--- config.mk ---
export PLATFORM = sky130hd
export DESIGN_NAME = vector_write_back_controller
export DESIGN_NICKNAME = d
export VERILOG_FILES = /design/src/rtl/dragonfang_pkg.sv /design/src/rtl/vector_write_back_hazard_detect.sv /design/src/rtl/vector_write_back_controller.sv
export SDC_FILE = /design/constraint.sdc
export NUM_CORES = 1
export LEC_CHECK = 0
export ABC_AREA = 1
export CORE_AREA = 3 3 237 239
export DETAILED_ROUTE_END_ITERATION = 8
export DIE_AREA = 0 0 240 242
export GPL_TIMING_DRIVEN = 0
export PLACE_DENSITY_LB_ADDON = 0.08
export SYNTH_ARGS = -nofsm -noshare
export SYNTH_HDL_FRONTEND = slang
export SYNTH_HIERARCHICAL = 1
export SYNTH_SLANG_ARGS = --single-unit
--- constraint.sdc ---
create_clock -name clock -period 5.6 [get_ports clock]
set_input_delay 1.68 -clock clock [delete_from_list [all_inputs] [get_ports clock]]
set_output_delay 1.68 -clock clock [all_outputs]
set_load 0.05 [all_outputs]
--- src/rtl/dragonfang_pkg.sv ---
// Shared types for the vector write-back path: data packets, write-back control,
// the pipeline entry and the write-back stage occupancy encoding.
package dragonfang_pkg;

   localparam int unsigned DEFAULT_VREG_ADDRESS_WIDTH = 5;
   localparam int unsigned DATA_WIDTH                 = 64;
   localparam int unsigned TAG_WIDTH                  = 8;

   typedef struct packed {
      logic [TAG_WIDTH-1:0]  tag;
      logic [DATA_WIDTH-1:0] data;
   } data_packet_t;

   typedef struct packed {
      logic [1:0] bit_mode;
      logic       vm;
      logic       vta;
      logic       vma;
   } write_back_vector_t;

   typedef struct packed {
      data_packet_t                          vd_new;
      write_back_vector_t                    control;
      logic [DEFAULT_VREG_ADDRESS_WIDTH-1:0] address;
   } write_back_entry_t;

   typedef enum logic [1:0] {
      StEmpty,
      StROnly,
      StWOnly,
      StBoth
   } wb_state_e;

endpackage

--- src/rtl/vector_write_back_hazard_detect.sv ---
// Flags read-after-write conflicts between the entry reading in stage R and the
// entry writing in stage W during the same cycle.
module vector_write_back_hazard_detect
   import dragonfang_pkg::*;
#(
   parameter int unsigned VREG_ADDRESS_WIDTH = DEFAULT_VREG_ADDRESS_WIDTH
) (
   input  logic                          i_r_valid,
   input  logic [VREG_ADDRESS_WIDTH-1:0] i_r_address,
   input  logic                          i_w_valid,
   input  logic [VREG_ADDRESS_WIDTH-1:0] i_w_address,
   output logic                          o_vd_hazard,
   output logic                          o_v0_hazard
);

   logic w_both_valid;

   assign w_both_valid = i_r_valid & i_w_valid;
   assign o_vd_hazard  = w_both_valid & (i_r_address == i_w_address);
   // v0 is fetched alongside every vd_old read, so any write to index 0 conflicts.
   assign o_v0_hazard  = w_both_valid & (i_w_address == '0);

endmodule

--- src/rtl/vector_write_back_controller.sv ---
// Two-stage (read, write) vector write-back controller. Define
// WRITE_BACK_FORWARDING_EN to forward on RAW hazards instead of stalling stage R.
module vector_write_back_controller
   import dragonfang_pkg::*;
#(
   parameter int unsigned VREG_ADDRESS_WIDTH = DEFAULT_VREG_ADDRESS_WIDTH
) (
   input  logic                          clock,
   input  logic                          reset,
   input  logic                          execute_valid,
   output logic                          execute_ready,
   input  data_packet_t                  execute_vd_new,
   input  write_back_vector_t            execute_control,
   input  logic [VREG_ADDRESS_WIDTH-1:0] execute_vd_address,
   output logic                          rf_read_enable,
   output logic [VREG_ADDRESS_WIDTH-1:0] rf_read_address,
   input  data_packet_t                  rf_read_vd_old,
   input  data_packet_t                  rf_read_v0,
   output write_back_vector_t            mask_control,
   output data_packet_t                  mask_v0,
   output data_packet_t                  mask_vd_old,
   output data_packet_t                  mask_vd_new,
   input  data_packet_t                  mask_vd,
   output logic                          rf_write_enable,
   output logic [VREG_ADDRESS_WIDTH-1:0] rf_write_address,
   output data_packet_t                  rf_write_data
);

   wb_state_e         r_state;
   write_back_entry_t r_r_entry;
   write_back_entry_t r_w_entry;

   logic                          w_r_valid;
   logic                          w_w_valid;
   logic                          w_r_valid_next;
   logic                          w_vd_hazard;
   logic                          w_v0_hazard;
   logic                          w_stall;
   logic                          w_advance;
   logic                          w_accept;
   logic                          w_r_active;
   logic                          w_w_active;
   logic [VREG_ADDRESS_WIDTH-1:0] w_r_address;
   logic [VREG_ADDRESS_WIDTH-1:0] w_w_address;
   data_packet_t                  w_vd_old;
   data_packet_t                  w_v0;

   assign w_r_valid   = (r_state == StROnly) || (r_state == StBoth);
   assign w_w_valid   = (r_state == StWOnly) || (r_state == StBoth);
   assign w_r_address = VREG_ADDRESS_WIDTH'(r_r_entry.address);
   assign w_w_address = VREG_ADDRESS_WIDTH'(r_w_entry.address);

   vector_write_back_hazard_detect #(
      .VREG_ADDRESS_WIDTH(VREG_ADDRESS_WIDTH)
   ) u_hazard_detect (
      .i_r_valid  (w_r_valid),
      .i_r_address(w_r_address),
      .i_w_valid  (w_w_valid),
      .i_w_address(w_w_address),
      .o_vd_hazard(w_vd_hazard),
      .o_v0_hazard(w_v0_hazard)
   );

`ifdef WRITE_BACK_FORWARDING_EN
   data_packet_t r_fwd_data;
   logic         r_fwd_vd;
   logic         r_fwd_v0;

   assign w_stall = 1'b0;

   // The read issued under a hazard returns stale data; the captured write replaces it.
   always_ff @(posedge clock) begin
      if (reset) begin
         r_fwd_data <= '0;
         r_fwd_vd   <= 1'b0;
         r_fwd_v0   <= 1'b0;
      end else begin
         r_fwd_data <= rf_write_data;
         r_fwd_vd   <= w_vd_hazard;
         r_fwd_v0   <= w_v0_hazard;
      end
   end

   assign w_vd_old = r_fwd_vd ? r_fwd_data : rf_read_vd_old;
   assign w_v0     = r_fwd_v0 ? r_fwd_data : rf_read_v0;
`else
   assign w_stall  = w_vd_hazard | w_v0_hazard;
   assign w_vd_old = rf_read_vd_old;
   assign w_v0     = rf_read_v0;
`endif

   assign w_advance      = w_r_valid & ~w_stall;
   assign execute_ready  = ~reset & (~w_r_valid | w_advance);
   assign w_accept       = execute_valid & execute_ready;
   assign w_r_valid_next = w_accept | (w_r_valid & ~w_advance);

   always_ff @(posedge clock) begin
      if (reset) begin
         r_state   <= StEmpty;
         r_r_entry <= '0;
         r_w_entry <= '0;
      end else begin
         case ({w_r_valid_next, w_advance})
            2'b00:   r_state <= StEmpty;
            2'b10:   r_state <= StROnly;
            2'b01:   r_state <= StWOnly;
            default: r_state <= StBoth;
         endcase
         if (w_accept) begin
            r_r_entry.vd_new  <= execute_vd_new;
            r_r_entry.control <= execute_control;
            r_r_entry.address <= DEFAULT_VREG_ADDRESS_WIDTH'(execute_vd_address);
         end
         if (w_advance) begin
            r_w_entry <= r_r_entry;
         end
      end
   end

   // Strobes and payloads are forced to zero during reset so a flushed entry never writes.
   assign w_r_active = w_r_valid & ~w_stall & ~reset;
   assign w_w_active = w_w_valid & ~reset;

   assign rf_read_enable   = w_r_active;
   assign rf_read_address  = w_r_active ? w_r_address : '0;

   assign mask_control     = w_w_active ? r_w_entry.control : '0;
   assign mask_vd_new      = w_w_active ? r_w_entry.vd_new : '0;
   assign mask_vd_old      = w_w_active ? w_vd_old : '0;
   assign mask_v0          = w_w_active ? w_v0 : '0;

   assign rf_write_enable  = w_w_active;
   assign rf_write_address = w_w_active ? w_w_address : '0;
   assign rf_write_data    = w_w_active ? mask_vd : '0;

endmodule

==> impl_metrics.py <==
metrics = {
    "floorplan": {
        "die_w_um": 240,
        "ios": 607,
        "start_util_pct": 17.5,
        "fp-row-count": 85,
        "core-area_um2": 54000,
        "dieArea_um2": 58100,
        "die_h_um": 242,
    },
    "clock_network": {
        "root_buffer": "clkbuf_16",
        "cts_tree": "built",
        "ctsHoldBuffers": 0,
        "cts_sinks": 166,
        "cts_resized": 0,
        "cts_setup_buffers": 0,
        "clkLatencyLatePin_ns": 0.44,
        "cts.clk_slew.worst_paths_ns": 0.07,
        "cts_made_buffers": 17,
        "clk_path_buf_depth": 2,
        "htree_levels": 4,
    },
    "synthesis": {
        "syn-num-nets": 1871,
        "synth-seq-cells": 166,
        "yosysSeqAreaShare_pct": 35.1,
        "synthAdderAreaFrac_pct": 0,
        "synth_most_common_cell": "nor2_1",
        "async_reset_ff_share_pct": 0,
        "yosysWarnings": 6,
        "synth_cells": 1570,
        "synth_largest_area_cell": "dfxtp_1",
        "synthMuxAreaShare_pct": 0,
        "synth_top_area_share_pct": 35.1,
        "yosysUniqueCellTypes": 25,
        "synth.avg_cell_area_um2": 6.02,
        "synth-simple-area-share_pct": 37.8,
        "synth.area.top_cells": "dfxtp_1 35%, nor2_1 18%, inv_1 16%",
        "synthTopCellsByCount": "464 x nor2_1, 393 x inv_1, 184 x nand2_1, 166 x dfxtp_1, 82 x nand4_1",
        "synth_top_family_by_area": "simple AND/OR/NAND/NOR gates",
        "ys.flop_type": "dfxtp_1",
        "synth_enable_flop_cells": 0,
        "synth_area_um2": 9460,
        "synth_xor_area_share_pct": 0.0926,
        "synth_compound_area_share_pct": 4.17,
    },
    "sta": {
        "layout_min_cycle_time_ns": 5.60,
        "worst_pin_slew_ns": 0.802,
        "setup-violations-final": 1,
        "max-slew-margin-rel_pct": 46.3,
        "slew_violations": 0,
        "clock_skew_ns": 0.0108,
        "hold_viol": 0,
        "max_freq_mhz": 178,
        "timing.final.crit_share_pct": 100,
        "setup_ws_ns": -0.00464,
    },
    "global_route": {
        "grt_usage_pct": 21.2,
        "antenna_found_initial": 18,
        "grt_pass1_vias": 11000,
        "grt_max_degree": 17,
        "gr-total-overflow": 0,
        "grt_pass1_wl_um": 86700,
    },
    "power_and_ir_drop": {
        "p_int_mw": 2.33,
        "p_switching_mw": 1.01,
        "peakVddDrop_v": 0.000141,
        "p_seq_share_pct": 39.1,
        "power_frac_clock_pct": 37.8,
        "comb_power_share_pct": 23.1,
        "p_leak_nw": 7.68,
        "p_total_mw": 3.33,
        "swShare_pct": 30.1,
        "power_density_nw_per_um2": 196,
    },
    "place": {
        "place_ws_ns": 0.0249,
        "port_buffers": 605,
        "finalWeightedCongestion": 0.981,
        "placedCellCount": 2871,
        "place_hpwl_um": 54800,
    },
    "worst_setup_path": {
        "slowest_stage": "clkdlybuf4s50_1",
        "critPathRequiredTime_ns": 3.92,
        "cp_max_fo": 10,
        "critPathMostFrequentCell": "buf_6",
        "crit_family": "buffers and inverters",
        "critPathLaunchType": "primary input",
        "max_stage_delay_ns": 1.00,
        "worstPathArrival_ns": 3.92,
        "path_cells": "buf_4, inv_4, nand2_2, buf_6, buf_6, buf_6, nor2_1, clkdlybuf4s50_1",
        "criticalPathCategory": "in -> out",
        "cp-end-kind": "primary output",
        "path_buf_inv": 6,
    },
    "drt": {
        "ant_nets": 0,
        "wire_per_inst_um": 21.9,
        "drt-initial-drc-count": 545,
        "vias": 11300,
        "via_per_inst": 3.89,
        "drt_pass1_iterations": 5,
        "finalWirelength_um": 63700,
        "drc_errors": 0,
    },
    "cells_and_area": {
        "drive_above_1_share_pct": 8.93,
        "stdcell_count": 2906,
        "nets": 2495,
        "area_growth_pct": 79.8,
    },
    "status": {
        "violations": "setup timing",
        "status": "finished with violations",
    },
    "flow_run": {
        "drv_cap": 0,
    },
    "min_path": {
        "hold_path.class": "reg -> reg",
    },
}
-- layout make-up --
| type | count | area [um^2] |
|---|---|---|
| Timing Repair Buffer | 605 | 6060 |
| Multi-Input combinational cell | 903 | 3980 |
| Inverter | 395 | 1490 |
| Fill cell | 5977 | 37000 |
| Antenna cell | 4 | 10.0 |
| Clock buffer | 18 | 439 |
| Sequential cell | 166 | 3320 |
| Buffer | 106 | 671 |
| Clock inverter | 13 | 171 |
| Tap cell | 696 | 871 |
-- worst reg2reg max path, delay by kind of cell (launching register included) --
kind	cells	cell delay [ns]
AND/OR/NAND/NOR	8	0.66
flip-flops	1	0.38
AO/OA/AOI/OAI	1	0.16
buffers and inverters	4	0.74
-- power groups by stage --
stage	clock network (mW)	logic [mW]	registers, mW
global route	1.34	0.845	1.31
finish	1.26	0.771	1.30
CTS	1.31	0.786	1.31
global placement	0	0.779	1.33
detailed placement	0	0.782	1.33
floorplan	0	0.387	1.32
-- flip-flops by register name (all words and copies together), names as in the netlist --
register     cells
w_w_address      5
w_r_address      5
r_state          2
r_w_entry       77
r_r_entry       77
-- path summary, 6_finish.rpt --
kind	depth (start not counted)	start	to	slack (ns)
setup reg to reg	13	r_state[0]	r_w_entry[74]	3.59
hold reg to reg	2	r_w_entry[54]	r_w_entry[54]	0.48
setup / recovery	8	reset	rf_write_data[5]	-0.005
hold / removal	2	r_w_entry[54]	r_w_entry[54]	0.48
-- metrics by stage --
| stage | hold slack [ns] | utilization (%) | area [um^2] | TNS (ns) |
|---|---|---|---|---|
| 3_3_place_gp | 0.462 | 30.3 | 16400 | 0 |
| 5_1_grt | 0.502 | 31.5 | 17000 | -0.00616 |
| 6_report | 0.481 | 31.5 | 17000 | -0.00464 |
| 3_5_place_dp | 0.472 | 30.3 | 16400 | 0 |
| 4_1_cts | 0.488 | 31.5 | 17000 | 0 |
| 2_1_floorplan | 0.455 | - | 9460 | 0 |
-- layer usage --
metal / vias to the layer above / GRT usage, % / routed length (um)
li1: 5753 / - / -
met1: 5165 / 25.3 / 26200
met2: 332 / 39.2 / 33100
met3: 46 / 4.26 / 3660
met4: 8 / 4.05 / 765
met5: - / 0 / 51
-- kinds of logic after synthesis --
| family | after synthesis |
|---|---|
| simple gates | 824 |
| compound gates | 78 |
| xor+xnor | 1 |
| flops | 166 |
| buf+inv | 501 |
-- layout by cell type, fill, tap and decap left out --
| cell | Yosys | layout |
|---|---|---|
| nand3_1 | 7 | 7 |
| nor2_2 | 71 | 71 |
| or2_1 | 1 | 1 |
| clkinvlp_4 | 0 | 4 |
| buf_1 | 1 | 1 |
| clkinv_2 | 0 | 1 |
| inv_6 | 0 | 3 |
| clkbuf_8 | 0 | 1 |
| o21ai_2 | 1 | 1 |
| buf_6 | 19 | 19 |
| inv_4 | 1 | 1 |
| clkdlybuf4s50_1 | 0 | 603 |
| nand3_2 | 1 | 1 |
| buf_2 | 47 | 47 |
| buf_8 | 5 | 5 |
| clkbuf_2 | 6 | 6 |
| dlymetal6s2s_1 | 0 | 2 |
| clkinv_4 | 0 | 1 |
| nand2_1 | 184 | 184 |
| clkbuf_16 | 0 | 17 |
| o21ai_0 | 77 | 77 |
| dfxtp_1 | 166 | 166 |
| nor2_1 | 464 | 464 |
| inv_8 | 0 | 1 |
| or2_0 | 1 | 1 |
| diode_2 | 0 | 4 |
| inv_2 | 1 | 1 |
| nand2_2 | 2 | 2 |
| inv_1 | 393 | 393 |
| clkbuf_1 | 26 | 26 |
| nand4_1 | 82 | 82 |
| buf_4 | 2 | 2 |
| nor3_1 | 1 | 1 |
| xnor2_1 | 1 | 1 |
| bufinv_16 | 0 | 3 |
| nor2_4 | 10 | 10 |
Note: power is estimated with default switching activity, not from simulation.
